--- src/rtl/dcache_req_sched_if.sv ---
// Request/response bundle between the memory stage, the CACOP unit, the
// data cache and the dcache request scheduler.
// slave  : the scheduler's view.
// master : the surrounding pipeline/cache view (drives what the scheduler reads).
interface dcache_req_sched_if #(
    parameter int EXC_W = 7
);
    logic             flush;

    logic             lsu_valid;
    logic             lsu_ready;
    logic [31:0]      lsu_addr;
    logic [3:0]       lsu_type;
    logic             lsu_we;
    logic [31:0]      lsu_wdata;

    logic             cacop_valid;
    logic             cacop_ready;
    logic [31:0]      cacop_addr;
    logic [4:0]       cacop_code;

    logic             cache_valid;
    logic             cache_ready;
    logic [31:0]      cache_addr;
    logic [3:0]       cache_type;
    logic             cache_we;
    logic [31:0]      cache_wdata;
    logic             cache_cacop_en;
    logic [4:0]       cache_cacop_code;
    logic             cache_resp_valid;
    logic [31:0]      cache_rdata;

    logic             resp_valid;
    logic             resp_src;
    logic [31:0]      resp_rdata;
    logic [EXC_W-1:0] resp_exception;

    modport slave (
        input  flush,
        input  lsu_valid, lsu_addr, lsu_type, lsu_we, lsu_wdata,
        output lsu_ready,
        input  cacop_valid, cacop_addr, cacop_code,
        output cacop_ready,
        output cache_valid, cache_addr, cache_type, cache_we, cache_wdata,
        output cache_cacop_en, cache_cacop_code,
        input  cache_ready, cache_resp_valid, cache_rdata,
        output resp_valid, resp_src, resp_rdata, resp_exception
    );

    modport master (
        output flush,
        output lsu_valid, lsu_addr, lsu_type, lsu_we, lsu_wdata,
        input  lsu_ready,
        output cacop_valid, cacop_addr, cacop_code,
        input  cacop_ready,
        input  cache_valid, cache_addr, cache_type, cache_we, cache_wdata,
        input  cache_cacop_en, cache_cacop_code,
        output cache_ready, cache_resp_valid, cache_rdata,
        input  resp_valid, resp_src, resp_rdata, resp_exception
    );
endinterface

--- src/rtl/dcache_req_sched.sv ---
// Data-cache request scheduler: round-robin arbitration between the LSU and
// the CACOP unit, one buffered request outstanding at a time. Misaligned LSU
// accesses are answered locally with ALE; everything else goes to the dcache.
module dcache_req_sched #(
    parameter int               EXC_W   = 7,
    // ALE exception code; default is the LoongArch ALE ecode (0x9)
    parameter logic [EXC_W-1:0] EXP_ALE = 'h9
) (
    input logic               clk,
    input logic               rstn,
    dcache_req_sched_if.slave bus
);
    typedef enum logic [1:0] {S_IDLE, S_CHECK, S_ISSUE, S_WAIT} state_t;

    state_t           state_reg;
    logic             last_grant_reg;   // 0 = LSU, 1 = CACOP
    logic             drop_reg;         // response of a flushed in-flight request is swallowed

    logic [31:0]      buf_addr_reg;
    logic [3:0]       buf_type_reg;
    logic             buf_we_reg;
    logic [31:0]      buf_wdata_reg;
    logic             buf_cacop_reg;
    logic [4:0]       buf_code_reg;

    logic             cache_valid_reg;
    logic             resp_valid_reg;
    logic             resp_src_reg;
    logic [31:0]      resp_rdata_reg;
    logic [EXC_W-1:0] resp_exc_reg;

    logic             can_grant;
    logic             grant_lsu;
    logic             grant_cacop;
    logic             misaligned;
    logic             cache_done;
    logic             drop_now;

    // Round-robin grant; the IDLE cycle that shows a response is a turnaround
    // cycle, so the next grant lands in the cycle after resp_valid.
    always_comb begin
        can_grant   = rstn && (state_reg == S_IDLE) && !bus.flush && !resp_valid_reg;
        grant_lsu   = can_grant && bus.lsu_valid && (!bus.cacop_valid || last_grant_reg);
        grant_cacop = can_grant && bus.cacop_valid && (!bus.lsu_valid || !last_grant_reg);
    end

    // Alignment check on the buffered request; CACOPs never fault.
    always_comb begin
        misaligned = 1'b0;
        if (!buf_cacop_reg) begin
            if (buf_type_reg == 4'b1111)
                misaligned = (buf_addr_reg[1:0] != 2'b00);
            else if (buf_type_reg == 4'b0011)
                misaligned = buf_addr_reg[0];
        end
    end

    // Cache transaction completes when the response is seen after (or with) the handshake.
    always_comb begin
        cache_done = ((state_reg == S_ISSUE) && bus.cache_ready && bus.cache_resp_valid)
                  || ((state_reg == S_WAIT) && bus.cache_resp_valid);
        drop_now   = drop_reg || bus.flush;
    end

    assign bus.lsu_ready        = grant_lsu;
    assign bus.cacop_ready      = grant_cacop;
    assign bus.cache_valid      = cache_valid_reg;
    assign bus.cache_addr       = buf_addr_reg;
    assign bus.cache_type       = buf_type_reg;
    assign bus.cache_we         = buf_we_reg;
    assign bus.cache_wdata      = buf_wdata_reg;
    assign bus.cache_cacop_en   = buf_cacop_reg;
    assign bus.cache_cacop_code = buf_code_reg;
    assign bus.resp_valid       = resp_valid_reg;
    assign bus.resp_src         = resp_src_reg;
    assign bus.resp_rdata       = resp_rdata_reg;
    assign bus.resp_exception   = resp_exc_reg;

    // Scheduler FSM with registered buffer, cache request and response outputs.
    always_ff @(posedge clk or negedge rstn) begin
        if (!rstn) begin
            state_reg       <= S_IDLE;
            last_grant_reg  <= 1'b1;
            drop_reg        <= 1'b0;
            buf_addr_reg    <= '0;
            buf_type_reg    <= '0;
            buf_we_reg      <= 1'b0;
            buf_wdata_reg   <= '0;
            buf_cacop_reg   <= 1'b0;
            buf_code_reg    <= '0;
            cache_valid_reg <= 1'b0;
            resp_valid_reg  <= 1'b0;
            resp_src_reg    <= 1'b0;
            resp_rdata_reg  <= '0;
            resp_exc_reg    <= '0;
        end else begin
            resp_valid_reg <= 1'b0;
            case (state_reg)
                S_IDLE: begin
                    drop_reg <= 1'b0;
                    if (grant_lsu) begin
                        buf_addr_reg   <= bus.lsu_addr;
                        buf_type_reg   <= bus.lsu_type;
                        buf_we_reg     <= bus.lsu_we;
                        buf_wdata_reg  <= bus.lsu_wdata;
                        buf_cacop_reg  <= 1'b0;
                        buf_code_reg   <= '0;
                        last_grant_reg <= 1'b0;
                        state_reg      <= S_CHECK;
                    end else if (grant_cacop) begin
                        buf_addr_reg   <= bus.cacop_addr;
                        buf_type_reg   <= 4'b1111;
                        buf_we_reg     <= 1'b0;
                        buf_wdata_reg  <= '0;
                        buf_cacop_reg  <= 1'b1;
                        buf_code_reg   <= bus.cacop_code;
                        last_grant_reg <= 1'b1;
                        state_reg      <= S_CHECK;
                    end
                end
                S_CHECK: begin
                    if (bus.flush) begin
                        state_reg <= S_IDLE;
                    end else if (misaligned) begin
                        resp_valid_reg <= 1'b1;
                        resp_src_reg   <= buf_cacop_reg;
                        resp_rdata_reg <= '0;
                        resp_exc_reg   <= EXP_ALE;
                        state_reg      <= S_IDLE;
                    end else begin
                        cache_valid_reg <= 1'b1;
                        state_reg       <= S_ISSUE;
                    end
                end
                S_ISSUE: begin
                    if (bus.flush)
                        drop_reg <= 1'b1;
                    if (bus.cache_ready) begin
                        cache_valid_reg <= 1'b0;
                        state_reg       <= S_WAIT;
                    end
                end
                S_WAIT: begin
                    if (bus.flush)
                        drop_reg <= 1'b1;
                end
            endcase
            if (cache_done) begin
                state_reg <= S_IDLE;
                if (!drop_now) begin
                    resp_valid_reg <= 1'b1;
                    resp_src_reg   <= buf_cacop_reg;
                    resp_rdata_reg <= (buf_we_reg || buf_cacop_reg) ? 32'h0 : bus.cache_rdata;
                    resp_exc_reg   <= '0;
                end
            end
        end
    end
endmodule
--- src/flat_wrapper.sv ---
// flat-port wrapper written by rule: the top's interface ports become plain ports
module dcache_req_sched_flat 
#(
    parameter int               EXC_W   = 7,
                                                                   
    parameter logic [EXC_W-1:0] EXP_ALE = 'h9
)
  (clk, rstn, bus_flush, bus_lsu_valid, bus_lsu_addr, bus_lsu_type, bus_lsu_we, bus_lsu_wdata, bus_lsu_ready, bus_cacop_valid, bus_cacop_addr, bus_cacop_code, bus_cacop_ready, bus_cache_valid, bus_cache_addr, bus_cache_type, bus_cache_we, bus_cache_wdata, bus_cache_cacop_en, bus_cache_cacop_code, bus_cache_ready, bus_cache_resp_valid, bus_cache_rdata, bus_resp_valid, bus_resp_src, bus_resp_rdata, bus_resp_exception);
  dcache_req_sched_if #(.EXC_W(EXC_W)) bus_i ();
  input logic clk;
  input logic rstn;
  input wire logic [$bits(bus_i.flush)-1:0] bus_flush;
  input wire logic [$bits(bus_i.lsu_valid)-1:0] bus_lsu_valid;
  input wire logic [$bits(bus_i.lsu_addr)-1:0] bus_lsu_addr;
  input wire logic [$bits(bus_i.lsu_type)-1:0] bus_lsu_type;
  input wire logic [$bits(bus_i.lsu_we)-1:0] bus_lsu_we;
  input wire logic [$bits(bus_i.lsu_wdata)-1:0] bus_lsu_wdata;
  output wire logic [$bits(bus_i.lsu_ready)-1:0] bus_lsu_ready;
  input wire logic [$bits(bus_i.cacop_valid)-1:0] bus_cacop_valid;
  input wire logic [$bits(bus_i.cacop_addr)-1:0] bus_cacop_addr;
  input wire logic [$bits(bus_i.cacop_code)-1:0] bus_cacop_code;
  output wire logic [$bits(bus_i.cacop_ready)-1:0] bus_cacop_ready;
  output wire logic [$bits(bus_i.cache_valid)-1:0] bus_cache_valid;
  output wire logic [$bits(bus_i.cache_addr)-1:0] bus_cache_addr;
  output wire logic [$bits(bus_i.cache_type)-1:0] bus_cache_type;
  output wire logic [$bits(bus_i.cache_we)-1:0] bus_cache_we;
  output wire logic [$bits(bus_i.cache_wdata)-1:0] bus_cache_wdata;
  output wire logic [$bits(bus_i.cache_cacop_en)-1:0] bus_cache_cacop_en;
  output wire logic [$bits(bus_i.cache_cacop_code)-1:0] bus_cache_cacop_code;
  input wire logic [$bits(bus_i.cache_ready)-1:0] bus_cache_ready;
  input wire logic [$bits(bus_i.cache_resp_valid)-1:0] bus_cache_resp_valid;
  input wire logic [$bits(bus_i.cache_rdata)-1:0] bus_cache_rdata;
  output wire logic [$bits(bus_i.resp_valid)-1:0] bus_resp_valid;
  output wire logic [$bits(bus_i.resp_src)-1:0] bus_resp_src;
  output wire logic [$bits(bus_i.resp_rdata)-1:0] bus_resp_rdata;
  output wire logic [$bits(bus_i.resp_exception)-1:0] bus_resp_exception;
  assign bus_i.flush = bus_flush;
  assign bus_i.lsu_valid = bus_lsu_valid;
  assign bus_i.lsu_addr = bus_lsu_addr;
  assign bus_i.lsu_type = bus_lsu_type;
  assign bus_i.lsu_we = bus_lsu_we;
  assign bus_i.lsu_wdata = bus_lsu_wdata;
  assign bus_lsu_ready = bus_i.lsu_ready;
  assign bus_i.cacop_valid = bus_cacop_valid;
  assign bus_i.cacop_addr = bus_cacop_addr;
  assign bus_i.cacop_code = bus_cacop_code;
  assign bus_cacop_ready = bus_i.cacop_ready;
  assign bus_cache_valid = bus_i.cache_valid;
  assign bus_cache_addr = bus_i.cache_addr;
  assign bus_cache_type = bus_i.cache_type;
  assign bus_cache_we = bus_i.cache_we;
  assign bus_cache_wdata = bus_i.cache_wdata;
  assign bus_cache_cacop_en = bus_i.cache_cacop_en;
  assign bus_cache_cacop_code = bus_i.cache_cacop_code;
  assign bus_i.cache_ready = bus_cache_ready;
  assign bus_i.cache_resp_valid = bus_cache_resp_valid;
  assign bus_i.cache_rdata = bus_cache_rdata;
  assign bus_resp_valid = bus_i.resp_valid;
  assign bus_resp_src = bus_i.resp_src;
  assign bus_resp_rdata = bus_i.resp_rdata;
  assign bus_resp_exception = bus_i.resp_exception;
  dcache_req_sched #(.EXC_W(EXC_W), .EXP_ALE(EXP_ALE)) u_core (.clk(clk), .rstn(rstn), .bus(bus_i));
endmodule
--- config.mk ---
export PLATFORM = sky130hd
export DESIGN_NAME = dcache_req_sched_flat
export DESIGN_NICKNAME = d
export VERILOG_FILES = /design/src/rtl/dcache_req_sched_if.sv /design/src/rtl/dcache_req_sched.sv /design/src/flat_wrapper.sv
export SDC_FILE = /design/constraint.sdc
export NUM_CORES = 1
export LEC_CHECK = 0
export CAP_MARGIN = 10
export CORE_ASPECT_RATIO = 2
export CORE_MARGIN = 2
export CORE_UTILIZATION = 42
export DETAILED_ROUTE_END_ITERATION = 6
export MAX_ROUTING_LAYER = met4
export PLACE_DENSITY = 0.89
export SLEW_MARGIN = 40
export SYNTH_ARGS = -nofsm -noshare
export SYNTH_HDL_FRONTEND = slang
export SYNTH_SLANG_ARGS = --single-unit
--- constraint.sdc ---
create_clock -name clk -period 3.85 [get_ports clk]
set_clock_uncertainty 0.15 [all_clocks]
set_input_delay 0.385 -clock clk [delete_from_list [all_inputs] [get_ports clk]]
set_output_delay 0.385 -clock clk [all_outputs]
set_load 0.1 [all_outputs]
Word level (Yosys, flattened, before mapping)

Cells that the tools add are included.

Word-level logic and storage cells: 105
Flip-flop bits (word level): 121
Input port bits: 145
Output and inout bits: 119

Muxes and demuxes: 49
Equal/unequal tests: 11
Reductions and logical operators: 31

Operators with widths:

| kind               | number |
|---|---|
| $mux 32            | 10 |
| $mux 7             | 5 |
| $mux 1             | 21 |
| $mux 2             | 6 |
| $logic_and 1x1->1  | 10 |
| $mux 5             | 2 |
| $mux 4             | 2 |
| $reduce_bool 2->1  | 4 |
| $ne 2x2->1 const B | 3 |
| $pmux 2 s3         | 1 |
| $logic_not 1->1    | 5 |
| $logic_or 1x1->1   | 5 |
| $eq 2x2->1 const B | 2 |
| $eq 4x2->1 const B | 1 |
| $eq 4x4->1 const B | 1 |
| $ne 4x3->1 const B | 1 |
| $pmux 1 s2         | 2 |
| $reduce_and 2->1   | 2 |
| $reduce_and 4->1   | 1 |
| $reduce_bool 4->1  | 1 |
| $ne 3x2->1 const B | 1 |
| $reduce_and 3->1   | 1 |
| $eq 2x1->1 const B | 1 |
| $logic_not 2->1    | 1 |
| other kinds (2)    | 2 |

Depth between registers and ports, before layout

Depth in word-level cells: 10
Mapped depth: 9
Depth with buffers taken out: 7

Least setup slack after synthesis

OpenSTA, ideal clock, no wires.

Path type: flip-flop to output port
From: register u_core.resp_valid_reg, in the netlist u_core.bus.resp_valid
To: output bus_cacop_ready
Cell stages (with the launch flop): 4
Slack: 0.978 ns
Required time: 3.315 ns
Arrival time: 2.337 ns
Cells stage by stage: dfrtp_1 and4bb_2 and3_1 clkbuf_1

Cells in the longest elaborated chain, start to end: 4

Ends and longest elaborated chain:

| item                           | RTL line                | RTL |
|---|---|---|
| start: declaration             | dcache_req_sched.sv:27  | `logic resp_valid_reg;` |
| start signal: assignment       | dcache_req_sched.sv:92  | `resp_valid_reg <= 1'b0;` |
| start signal: assignment       | dcache_req_sched.sv:97  | `resp_valid_reg <= 1'b0;` |
| start signal: assignment       | dcache_req_sched.sv:125 | `resp_valid_reg <= 1'b1;` |
| $logic_not 1->1                | dcache_req_sched.sv:42  | `can_grant = rstn && (state_reg == S_IDLE) && !bus.flush && !resp_valid_reg;` |
| $logic_and 1x1->1              | dcache_req_sched.sv:42  |  |
| $logic_and 1x1->1 (2 in a row) | dcache_req_sched.sv:44  | `grant_cacop = can_grant && bus.cacop_valid && (!bus.lsu_valid \|\| !last_grant_reg);` |
| end: declaration               | flat_wrapper.sv:22      | `output wire logic [$bits(bus_i.cacop_ready)-1:0] bus_cacop_ready;` |

No other way between the ends.

Final worst setup path

From: register u_core.state_reg[0]
To: output bus_lsu_ready

Cells in the longest elaborated chain, start to end: 6

Ends and longest elaborated chain:

| item                           | RTL line                | RTL |
|---|---|---|
| start: declaration             | dcache_req_sched.sv:15  | `state_t state_reg;` |
| start signal: assignment       | dcache_req_sched.sv:82  | `state_reg <= S_IDLE;` |
| start signal: assignment       | dcache_req_sched.sv:109 | `state_reg <= S_CHECK;` |
| start signal: assignment       | dcache_req_sched.sv:118 | `state_reg <= S_CHECK;` |
| $logic_not 2->1                | dcache_req_sched.sv:42  |  |
| $logic_and 1x1->1 (3 in a row) | dcache_req_sched.sv:42  |  |
| $logic_and 1x1->1 (2 in a row) | dcache_req_sched.sv:43  | `grant_lsu = can_grant && bus.lsu_valid && (!bus.cacop_valid \|\| last_grant_reg);` |
| end: declaration               | flat_wrapper.sv:18      | `output wire logic [$bits(bus_i.lsu_ready)-1:0] bus_lsu_ready;` |

No other way between the ends.

==> metrics.yaml <==
antenna_found_initial: 0
layout_common_cells: "143 x sky130_fd_sc_hd__clkdlybuf4s50_1, 120 x sky130_fd_sc_hd__dfrtp_1, 117 x sky130_fd_sc_hd__buf_2"
synth_enable_flop_cells: 0
sequential_cell_area_mm2: 0.003029
worst_ep_required_time_ns: 3.31
synth-seq-cells: 121
coreArea_mm2: 0.01129
stdcell_area_mm2: 0.007605
postSynthNetCount: 561
dominantRegCellSynth: "sky130_fd_sc_hd__dfrtp_1"
num_rows: 55
maximum_clock_path_buffer_count: 2
timing.max_slew.rel_slack_pct: 54.66
first_pass_grt_wire_length_mm: 22.34
timing.rr.start: "u_core.state_reg[0]$_DFFE_PN0P_"
place_hpwl_mm: 10.63
report.final.hold_viol_count: 0
cts-htree-levels: 4
period_needed_ns: 2.830
globalRoute.totalOverflow: 0
numCtsBuffers: 17
layout-area-overhead-vs-synth_pct: 57.79
maxSlewViolCount: 0
area_of_the_multi_input_gates_mm2: 0.001610
grt_setup_unrepaired: "false"
synthesis.yosys.warnings: 0
drt-pass1-iter-count: 4
synthCells: 412
syn-cell-area_mm2: 0.004820
grt_start_max_net_pins: 74
finalWeightedCongestion: 0.8718
io_buffers: 263
worst_setup_hold_path_clk_slew_ns: 0.06
die_area_mm2: 0.01240
diodes: 0
utilization_pct: 67.38
globalRouteMet1Util_pct: 25.78
placed_area_mm2: 0.006948
dp_slack_ns: 1.079
postRouteWirelength_mm: 14.41
worstSetupPathType: "reg -> out"
run_status: "complete, no violations"
sink_count: 121
r2r_cells: 7
worstPathArrival_ns: 2.29
min_from: "u_core.bus.resp_exception[2]$_DFF_PN0_"
boundaryPins: 264
drv_cap: 0
fin_crit_sh_pct: 73.49
class_of_the_worst_hold_path: "reg -> reg"
hold-path-cell-count: 1
yosys.cell_types.count: 37
clock.fmax_ghz: 0.3534
finalSetupTns_ns: 0
top_usage_layer: "met2"
met2_usage_pct: 40.62
final_antenna_net_count: 0
drive_gt1_share_pct: 25.07
drt_initial_violations: 256
start_util_pct: 42.71
timing.critical_path.from: "u_core.state_reg[0]$_DFFE_PN0P_"
timing.critical_path.to_type: "primary output"
critPathLaunchType: "register"
clkLatencyLatePin_ns: 0.41
viasPerCell: 5.233
cts_tree: "done"
avgRoutedWirePerCell_um: 17.40
fill_cells: 855
setup-violations-final: 0
floorplan.die.width_um: 79.75
net_count_reported_at_finish: 822
synth_area_per_cell_um2: 11.70
async_flop_share_pct: 100.0
worstPathMaxFanout: 37
route.vias.total: 4333
fp.dieH_um: 155.5
route.detailed.drc: 0
grt_usage_pct: 24.20
final_common_cell: "sky130_fd_sc_hd__clkdlybuf4s50_1"
worst-slew-pin-transition_ns: 0.6801
worst_slack_ns: 1.020
root_buffer: "sky130_fd_sc_hd__clkbuf_16"
grt_pass1_vias: 4456
ys_seq_area_share_pct: 62.85
global_route.usage.met3_pct: 6.787
[layer usage]
metal | part of all wire, % | vias to the layer above | wire length (µm)
li1 | - | 1993 | -
met4 | 4.6 | 0 | 656
met3 | 7.2 | 49 | 1044
met2 | 53 | 214 | 7667
met1 | 35 | 2077 | 5037
met5 | 0 | - | 0
[cells in the mapped netlist (2+ instances only)]
cell type / number / area, µm²
sky130_fd_sc_hd__dfrtp_1: 120 / 3003
sky130_fd_sc_hd__a22o_1: 71 / 621.9
sky130_fd_sc_hd__nand2_1: 69 / 259.0
sky130_fd_sc_hd__nor2_1: 40 / 150.1
sky130_fd_sc_hd__a31oi_1: 32 / 200.2
sky130_fd_sc_hd__clkbuf_1: 12 / 45.04
sky130_fd_sc_hd__buf_2: 9 / 45.04
sky130_fd_sc_hd__and2_1: 6 / 37.54
sky130_fd_sc_hd__buf_4: 4 / 30.03
sky130_fd_sc_hd__buf_6: 4 / 45.04
sky130_fd_sc_hd__ha_1: 4 / 50.05
sky130_fd_sc_hd__nor2b_1: 4 / 25.02
sky130_fd_sc_hd__o22a_1: 4 / 35.03
sky130_fd_sc_hd__a21oi_1: 3 / 15.01
sky130_fd_sc_hd__nand2b_1: 3 / 18.77
sky130_fd_sc_hd__a21o_1: 2 / 15.01
sky130_fd_sc_hd__inv_1: 2 / 7.510
sky130_fd_sc_hd__inv_2: 2 / 7.510
sky130_fd_sc_hd__nor4b_2: 2 / 30.03
sky130_fd_sc_hd__o21ai_0: 2 / 10.01
[final timing paths]
check | to | slack (ns)
worst min register to register | u_core.bus.resp_exception[2]$_DFF_PN0_ | 0.34
worst max register to register | u_core.bus.cache_wdata[30]$_DFFE_PN0P_ | 1.39
worst min-delay path | u_core.bus.resp_exception[2]$_DFF_PN0_ | 0.34
min in group asynchronous | u_core.bus.resp_rdata[28]$_DFF_PN0_ | 0.50
max in group asynchronous | u_core.bus.cache_addr[18]$_DFFE_PN0P_ | 1.97
worst max-delay path | bus_lsu_ready | 1.02
[area by class of cell]
type,count,area share (%)
clock inverter,14,2.731
sequential,121,39.83
clock buffer,18,5.775
multi-input combinational,257,21.17
tap,142,2.336
timing repair buffer,272,27.95
inverter,4,0.1974
[logic make-up (layout without fill, tap and decap cells)]
family | after synthesis | in the layout | share of synthesized area (%)
compound gates | 119 | 119 | 19.50
buf+inv | 34 | 308 | 3.816
xor+xnor | 1 | 1 | 0.1818
flops | 121 | 121 | 62.85
simple gates | 133 | 133 | 12.62
fa+ha+maj | 4 | 4 | 1.038
[repair_timing]
| item | in CTS | in global routing |
|---|---|---|
| buffers inserted | 0 | 0 |
| hold buffers | 1 | 0 |
| gates resized for setup | 0 | 0 |
| endpoints found under the hold margin | 48 | 0 |
| endpoints found under the setup margin | 0 | 0 |
[stage by stage]
| stage | hold WS, ns | std cells |
|---|---|---|
| 2_1_floorplan | -0.06059 | 412 |
| 3_3_place_gp | 0.3208 | 795 |
| 3_5_place_dp | 0.3214 | 795 |
| 4_1_cts | 0.3397 | 828 |
| 5_1_grt | 0.3639 | 828 |
| 6_report | 0.3354 | 828 |
[worst max-delay path, stage by stage (launching register included)]
cell and delay [ns]:
sky130_fd_sc_hd__dfrtp_1 0.42, sky130_fd_sc_hd__inv_1 0.11, sky130_fd_sc_hd__ha_1 0.19, sky130_fd_sc_hd__and4bb_2 0.29
sky130_fd_sc_hd__nand3_2 0.10, sky130_fd_sc_hd__inv_2 0.48, sky130_fd_sc_hd__buf_12 0.26
Power is not shown: default switching activity piles up to over one toggle a cycle in this logic, so the estimate is an artifact.
